`config.mk`:
```
export PLATFORM = sky130hd
export DESIGN_NAME = instr_mem_if
export DESIGN_NICKNAME = d
export VERILOG_FILES = /design/src/rtl/instr_mem_pkg.sv /design/src/rtl/instr_resp_pipe.sv /design/src/rtl/instr_mem_if.sv
export SDC_FILE = /design/constraint.sdc
export NUM_CORES = 1
export LEC_CHECK = 0
export CAP_MARGIN = 20
export CORE_ASPECT_RATIO = 1.2
export CORE_UTILIZATION = 32
export DETAILED_ROUTE_END_ITERATION = 6
export GPL_TIMING_DRIVEN = 0
export HOLD_SLACK_MARGIN = 0.15
export MAX_ROUTING_LAYER = met4
export PLACE_DENSITY = 0.77
export SETUP_SLACK_MARGIN = 0.5
export SKIP_LAST_GASP = 1
export SYNTH_ARGS = -nofsm -noshare
export SYNTH_HDL_FRONTEND = slang
export SYNTH_SLANG_ARGS = --single-unit
```
`constraint.sdc`:
```
create_clock -name clk -period 1.39 [get_ports clk]
set_clock_uncertainty 0.2 [all_clocks]
set_input_delay 0.278 -clock clk [delete_from_list [all_inputs] [get_ports clk]]
set_output_delay 0.278 -clock clk [all_outputs]
set_load 0.02 [all_outputs]
```
`src/rtl/instr_mem_pkg.sv`:
```
// Shared types and helpers for the instruction memory interface.
// Holds the response tag, the address-range helpers and the default word-index width.
package instr_mem_pkg;

    localparam int unsigned DEFAULT_DEPTH_WORDS = 4096;
    localparam int unsigned WORD_IDX_W          = $clog2(DEFAULT_DEPTH_WORDS);

    typedef struct packed {
        logic valid;
        logic err;
        logic discard;
    } resp_tag_t;

    function automatic logic [31:0] word_index(input logic [31:0] addr,
                                               input logic [31:0] base);
        return (addr - base) >> 2;
    endfunction

    // An address below base wraps to a huge offset, so the lower-bound
    // test has to be explicit.
    function automatic logic addr_in_range(input logic [31:0] addr,
                                           input logic [31:0] base,
                                           input int unsigned depth);
        return (addr >= base) && (word_index(addr, base) < 32'(depth));
    endfunction

    function automatic resp_tag_t mark_flush(input resp_tag_t tag, input logic flush);
        resp_tag_t t;
        t         = tag;
        t.discard = tag.discard | (flush & tag.valid);
        return t;
    endfunction

endpackage

```
`src/rtl/instr_resp_pipe.sv`:
```
// Fixed-depth response tag pipeline that mirrors the SRAM read latency.
// A flush marks every in-flight tag, including the one retiring this cycle.
module instr_resp_pipe
    import instr_mem_pkg::*;
#(
    parameter int unsigned LATENCY = 1
) (
    input  logic clk,
    input  logic rst,
    input  logic push,
    input  logic push_err,
    input  logic flush,
    output logic retire_valid,
    output logic retire_err,
    output logic retire_discard
);

    resp_tag_t stage_q [LATENCY];

    always_ff @(posedge clk or posedge rst) begin
        if (rst) begin
            for (int i = 0; i < int'(LATENCY); i++) begin
                stage_q[i] <= '0;
            end
        end else begin
            // A tag pushed in a flush cycle belongs to the redirected stream.
            stage_q[0] <= '{valid: push, err: push_err, discard: 1'b0};
            for (int i = 1; i < int'(LATENCY); i++) begin
                stage_q[i] <= mark_flush(stage_q[i-1], flush);
            end
        end
    end

    assign retire_valid   = stage_q[LATENCY-1].valid;
    assign retire_err     = stage_q[LATENCY-1].err;
    assign retire_discard = stage_q[LATENCY-1].discard | flush;

endmodule

```
`src/rtl/instr_mem_if.sv`:
```
// Instruction-side memory interface: grants fetch requests, drives the SRAM,
// and returns in-order responses, dropping those overtaken by a flush.
module instr_mem_if
    import instr_mem_pkg::*;
#(
    parameter logic [31:0] BASE_ADDR       = 32'h0000_0000,
    parameter int unsigned MEM_DEPTH_WORDS = DEFAULT_DEPTH_WORDS,
    parameter int unsigned MEM_LATENCY     = 1,
    parameter int unsigned MAX_OUTSTANDING = 2
) (
    input  logic                               clk,
    input  logic                               rst,
    input  logic                               instr_req_i,
    input  logic [31:0]                        instr_addr_i,
    output logic                               instr_gnt_o,
    output logic                               instr_rvalid_o,
    output logic [31:0]                        instr_rdata_o,
    output logic                               instr_err_o,
    input  logic                               flush_i,
    output logic                               mem_en_o,
    output logic [$clog2(MEM_DEPTH_WORDS)-1:0] mem_addr_o,
    input  logic                               mem_ready_i,
    input  logic [31:0]                        mem_rdata_i,
    output logic                               busy_o
);

    localparam int unsigned IDX_W = $clog2(MEM_DEPTH_WORDS);
    localparam int unsigned CNT_W = $clog2(MAX_OUTSTANDING + 1);

    logic [CNT_W-1:0] count_q;
    logic             in_range;
    logic             retire_valid;
    logic             retire_err;
    logic             retire_discard;
    logic             deliver;

    assign in_range = addr_in_range(instr_addr_i, BASE_ADDR, MEM_DEPTH_WORDS);

    // Only the registered count limits grants; a same-cycle retire frees
    // its slot one cycle later, keeping the grant path short.
    assign instr_gnt_o = instr_req_i & mem_ready_i & (count_q < CNT_W'(MAX_OUTSTANDING));
    assign mem_en_o    = instr_gnt_o & in_range;
    assign mem_addr_o  = IDX_W'(word_index(instr_addr_i, BASE_ADDR));
    assign busy_o      = (count_q != '0);

    instr_resp_pipe #(
        .LATENCY (MEM_LATENCY)
    ) u_resp_pipe (
        .clk            (clk),
        .rst            (rst),
        .push           (instr_gnt_o),
        .push_err       (~in_range),
        .flush          (flush_i),
        .retire_valid   (retire_valid),
        .retire_err     (retire_err),
        .retire_discard (retire_discard)
    );

    assign deliver = retire_valid & ~retire_discard;

    always_ff @(posedge clk or posedge rst) begin
        if (rst) begin
            count_q <= '0;
        end else begin
            count_q <= count_q + CNT_W'(instr_gnt_o) - CNT_W'(retire_valid);
        end
    end

    always_ff @(posedge clk or posedge rst) begin
        if (rst) begin
            instr_rvalid_o <= 1'b0;
            instr_rdata_o  <= '0;
            instr_err_o    <= 1'b0;
        end else begin
            instr_rvalid_o <= deliver;
            if (deliver) begin
                instr_err_o   <= retire_err;
                instr_rdata_o <= retire_err ? '0 : mem_rdata_i;
            end
        end
    end

endmodule

```
==> results_dict.tcl, run 1 <==
set metrics [dict create \
    p_leak_nw 1.384 \
    dp.cells 341 \
    clk_latency_ns 0.28 \
    p_comb_share_pct 26.7 \
    die_area_um2 5695 \
    nets 371 \
    switching_share_pct 26.52 \
    grt_pass1_wl_um 7383 \
    slew_headroom_pct 84.59 \
    synthCells 178 \
    crit_buf_inv 1 \
    grt_util_all_layers_pct 17.33 \
    synth_area_um2 1727 \
    cts_tree "yes" \
    io_buffer_count 103 \
    final_common_cell "buf_6" \
    startpoint_type "flip-flop" \
    antenna_found_initial 0 \
    maxCapViolCount 0 \
    finalHoldViolCount 0 \
    fin_cells 361 \
    clkPwrFrac_pct 27.4 \
    crit_type "flip-flop to primary output" \
    dpl.hpwl_um 3322 \
    h-tree-depth 2 \
    gp_congestion 0.6855 \
    internal-power_w 0.001918 \
    ant_nets 0 \
    path_delay_family "flip-flops" \
    grt_max_degree 20 \
    num_antenna_cells 0 \
    finalCritPeriodShare_pct 121.6 \
    cp_slowest_cell "dfrtp_2" \
    p_seq_share_pct 45.9 \
    drive_above_1_share_pct 49.50 \
    layout_common_cells "71 x buf_6, 34 x dfrtp_2, 33 x nand2_1, 33 x clkdlybuf4s50_1" \
    cpPeakStageDelay_ns 0.46 \
    ir_worst_vdd_v 0.0005157 \
    hold_path.class "primary input to flip-flop" \
    setup_viol_count_final 4 \
    syn_to_final_growth_pct 91.16 \
    die_x_um 69.06 \
    cts_buffer_depth 2 \
    viasPerCell 4.521 \
    root_buffer "clkbuf_8" \
    drc 0 \
    max_freq_mhz 591.7 \
    end_kind "primary output" \
    numCtsBuffers 5 \
    netlist-cell-type-count 20 \
    design.core.area_um2 5045 \
    drtIter0Drc 54 \
    wire_per_inst_um 13.00 \
    firstDrtPassIters 4 \
    failed_checks "setup timing" \
    die_h_um 82.47 \
    final.setup.worst_slack_ns -0.3002 \
    fin_setup_tns_ns -0.7959 \
    num_vias 1632 \
    status "complete, but fails checks" \
    fin_crit_ns 1.690 \
    tightestPinTransition_ns 0.2304 \
    syn_area_per_cell_um2 9.700 \
    crit_chain "nor4_4, buf_4" \
    syn_nets 249 \
    ys_ff_latch 38 \
    crit_fanout 4 \
    cp.required_ns 0.91 \
    yosysWarnings 0 \
    num_rows 28 \
    path_clk_slew_ns 0.07 \
    wirelength_um 4694 \
    drv_slew 0 \
    cts.sinks 38 \
    initial_core_util_pct 34.23 \
    dp_slack_ns -1.119 \
    arrival_ns 1.21 \
    grt-ovfl-total 0 \
    grt_pass1_vias 1597 \
    synth_seq_area_share_pct 55.07 \
    rsz0062_at_grt "true" \
    ioPinCount 118 \
    p_per_area_nw_per_um2 790.8 \
    power_switching_w 0.0006922 \
]
[final timing paths]
check	start	endpoint	depth (start not counted)	slack, ns
worst max register to register	u_resp_pipe.retire_valid	count_q[1]	5	-0.11
min in group asynchronous	rst	instr_rdata_o[20]	3	0.27
worst min register to register	instr_rdata_o[20]	instr_rdata_o[20]	2	0.30
worst max-delay path	count_q[1]	mem_en_o	2	-0.30
max in group asynchronous	rst	instr_rdata_o[15]	3	0.57
worst min-delay path	instr_addr_i[25]	u_resp_pipe.retire_err	4	0.12
[worst min-delay path, stage by stage]
cell and delay, ns:
buf_6 0.07, nor4_4 0.03, nand3_2 0.09, or2_1 0.09
[logic make-up after synthesis]
kind of cell,Yosys count,share of synthesized area [%]
buffers and inverters,26,8.767
xor gates and xnor gates,2,1.015
adders and majority gates,2,1.449
AOI/OAI and AO/OA,32,9.276
DFF,38,55.07
muxes,1,0.6521
and+or+nand+nor,77,23.77
[timing repair]
action                                 in CTS  in global routing
buffers inserted                            9                  2
cloned                                      1                  0
resized for setup                         373                  7
pin swaps                                  11                  5
setup endpoints to repair                 125                 87
endpoints found under the hold margin       1                  1
[power groups by stage]
stage / Sequential [W] / Clock [W] / Combinational, W
after floorplan: 0.00122 / 0 / 0.000299
after global placement: 0.00122 / 0 / 0.000584
after detailed placement: 0.00122 / 0 / 0.000602
after CTS: 0.00120 / 0.000744 / 0.000689
after global routing: 0.00121 / 0.000801 / 0.000750
final: 0.00120 / 0.000714 / 0.000697
[registers in the layout (all words and copies together), names as in the netlist]
name / flops
instr_rvalid_o: 1
u_resp_pipe.retire_err: 1
instr_err_o: 1
instr_rdata_o: 32
count_q: 2
u_resp_pipe.retire_valid: 1
[metal layers]
metal / wire [µm] / track usage (%)
met5: 0 / -
met1: 1874 / 20.05
met2: 2505 / 30.39
met3: 284 / 4.126
met4: 29 / 4.898
[Yosys cell counts]
cell type	n	area, µm²
xnor2_1	2	17.52
nand2_1	34	127.6
o21ai_0	24	120.1
inv_1	4	15.01
buf_4	13	97.59
buf_1	1	3.750
o21ai_1	8	40.04
nor4_2	2	25.02
nand2b_1	32	200.2
nand3_1	1	5.000
dfrtp_1	38	950.9
clkbuf_1	4	15.01
nor4_1	3	18.77
ha_1	2	25.02
mux2_2	1	11.26
or2_1	1	6.260
nor2_1	2	7.510
or2_2	1	6.260
nand2b_4	1	13.76
buf_2	4	20.02
[stage by stage]
stage / utilization [%] / power (W) / cell area (µm²) / hold slack [ns]
finish: 65.43 / 0.002610 / 3301 / 0.1183
global route: 65.43 / 0.002756 / 3301 / 0.1172
CTS: 64.58 / 0.002633 / 3258 / 0.1228
detailed placement: 59.20 / 0.001826 / 2987 / 0.2784
global placement: 59.20 / 0.001805 / 2987 / 0.2723
floorplan: - / 0.001519 / 1881 / 0.04292
[cell type report]
cell class | count | area (µm²)
plain buffers | 22 | 225.2
clock buffers | 8 | 80.08
inverters | 4 | 18.77
repair buffers | 114 | 1189
flip-flops and latches | 38 | 993.5
fillers | 430 | 1744
well taps | 60 | 75.07
repair inverters | 1 | 7.507
multi-input cells | 114 | 711.9
No activity file was read; power rests on OpenSTA's default activity.
==> run 2, diff against run 1 <==
--- a/config.mk
+++ b/config.mk
@@ -7,6 +7,7 @@
 export LEC_CHECK = 0
 export CAP_MARGIN = 20
 export CORE_ASPECT_RATIO = 1.2
+export CORE_MARGIN = 2
 export CORE_UTILIZATION = 32
 export DETAILED_ROUTE_END_ITERATION = 6
 export GPL_TIMING_DRIVEN = 0
==> run 2 against run 1 <==
The flow still finishes with violations (setup timing). Maximum frequency increased by 1.7%. Count of clock-buffer cells in the layout decreased by 2. Core utilization increased by 9.0 points. Sequential share of layout area decreased by 4.7 points. Global-route usage increased by 1.2 points. Setup slack improved by 0.029 ns. Non-clock buffer count increased by 32. Design area increased by 19%. Wire length increased by 20%. Sequential power about the same. Register-to-register slack improved by 0.02 ns. Final cell count increased by 9.4%.
==> results_dict.tcl, run 2 (same netlist as run 1, synthesis figures left out) <==
set metrics [dict create \
    gp_congestion 0.7392 \
    layout_common_cells "69 x buf_6, 35 x dfrtp_2, 33 x clkdlybuf4s50_1" \
    crit_type "flip-flop to primary output" \
    grt_pass1_vias 1780 \
    grt_pass1_wl_um 8528 \
    grt_max_degree 20 \
    num_antenna_cells 0 \
    drive_above_1_share_pct 69.97 \
    final_common_cell "buf_6" \
    slew_headroom_pct 79.48 \
    root_buffer "clkbuf_8" \
    numCtsBuffers 5 \
    design.core.area_um2 5261 \
    rsz0062_at_grt "true" \
    io_buffer_count 103 \
    ioPinCount 118 \
    syn_to_final_growth_pct 126.7 \
    failed_checks "setup timing" \
    finalCritPeriodShare_pct 119.5 \
    clk_latency_ns 0.29 \
    p_per_area_nw_per_um2 730.3 \
    num_vias 1793 \
    crit_fanout 4 \
    nets 403 \
    arrival_ns 1.18 \
    fin_crit_ns 1.662 \
    drtIter0Drc 66 \
    fin_cells 395 \
    cts.sinks 38 \
    firstDrtPassIters 4 \
    p_leak_nw 1.700 \
    maxCapViolCount 0 \
    startpoint_type "flip-flop" \
    h-tree-depth 2 \
    die_x_um 71.06 \
    reg_top3 "instr_rdata_o x32, count_q x2" \
    dp.cells 343 \
    end_kind "primary output" \
    wirelength_um 5618 \
    viasPerCell 4.539 \
    hold_path.class "primary input to flip-flop" \
    die_area_um2 6002 \
    final.setup.worst_slack_ns -0.2716 \
    power_w 0.002859 \
    finalHoldViolCount 0 \
    largest_register "instr_rdata_o" \
    setup_viol_count_final 6 \
    initial_core_util_pct 32.82 \
    die_h_um 84.47 \
    tightestPinTransition_ns 0.3077 \
    num_rows 29 \
    cts_buffer_depth 2 \
    drv_slew 0 \
    reg2reg_depth 6 \
    path_clk_slew_ns 0.07 \
    largest_reg_flops 32 \
    wire_per_inst_um 14.22 \
    fin_setup_tns_ns -0.8172 \
    cp.required_ns 0.91 \
    dpl.hpwl_um 3352 \
    max_freq_mhz 601.8 \
    status "complete, but fails checks" \
    antenna_found_initial 0 \
    grt_util_all_layers_pct 18.58 \
    holdPathStages 4 \
    ant_nets 0 \
    ir_worst_vdd_v 0.0004666 \
    cts_tree "yes" \
    drc 0 \
    grt-ovfl-total 0 \
]
## run 2: cell count changes in the layout (fill, tap and decap cells not counted), moves of 5 or more
| cell | before | now |
|---|---|---|
| nand2_1 | 33 | 0 |
| buf_4 | 6 | 29 |
| nand2_2 | 1 | 24 |
| o21ai_1 | 32 | 18 |
| o21ai_2 | 0 | 14 |
| nand2_4 | 0 | 10 |
| buf_12 | 3 | 8 |
| buf_16 | 0 | 5 |
## run 2: worst max-delay path, stage by stage (launching register included)
cell	delay, ns
dfrtp_2	0.45
nor4_4	0.27
buf_4	0.18
## run 2: repair_timing
action / in CTS / in global routing
cloned: 6 / 0
pin swaps: 28 / 26
setup endpoints to repair: 125 / 87
gates resized for setup: 397 / 59
buffers inserted: 15 / 23
endpoints found under the hold margin: 1 / 1
## run 2: layout make-up
| cell class | instances | area (µm²) |
|---|---|---|
| timing repair buffer | 146 | 1572 |
| inverter | 4 | 21.27 |
| sequential | 38 | 994.7 |
| buffer | 22 | 246.5 |
| fill | 375 | 1346 |
| clock inverter | 2 | 10.01 |
| tap | 62 | 77.57 |
| clock buffer | 6 | 72.57 |
| multi-input combinational | 114 | 913.4 |
| timing repair inverter | 1 | 7.507 |
## run 2: final timing paths
check,start,endpoint,slack [ns]
worst min-delay path,instr_addr_i[26],u_resp_pipe.retire_err,0.11
worst max register to register,count_q[1],count_q[1],-0.09
max in group asynchronous,rst,instr_rdata_o[0],0.55
worst min register to register,instr_rdata_o[9],instr_rdata_o[9],0.31
min in group asynchronous,rst,instr_rdata_o[21],0.28
worst max-delay path,count_q[1],mem_en_o,-0.27
## run 2: routing by layer
metal / track usage [%] / wire (µm)
met4: 6.690 / 72
met2: 33.05 / 3247
met3: 2.761 / 225
met5: - / 0
met1: 20.93 / 2073
## run 2: where the power goes
part / internal [W] / total [W] / switching (W) / leakage, nW
Combinational: 0.000571 / 0.000933 / 0.000362 / 1.20
Sequential: 0.00115 / 0.00119 / 0.0000390 / 0.460
Clock: 0.000348 / 0.000738 / 0.000390 / 0.0450
## run 2: per-stage QoR
stage          util, %  cell area (µm²)  setup WS (ns)  hold slack, ns
2_1_floorplan        -             1881       -0.09592         0.04292
3_5_place_dp     56.81             2989         -1.126          0.2807
6_report         74.41             3915        -0.2716          0.1110
3_3_place_gp     56.81             2989         -1.092          0.2710
5_1_grt          74.41             3915        -0.3369          0.1281
4_1_cts          67.66             3560        -0.3166          0.1113
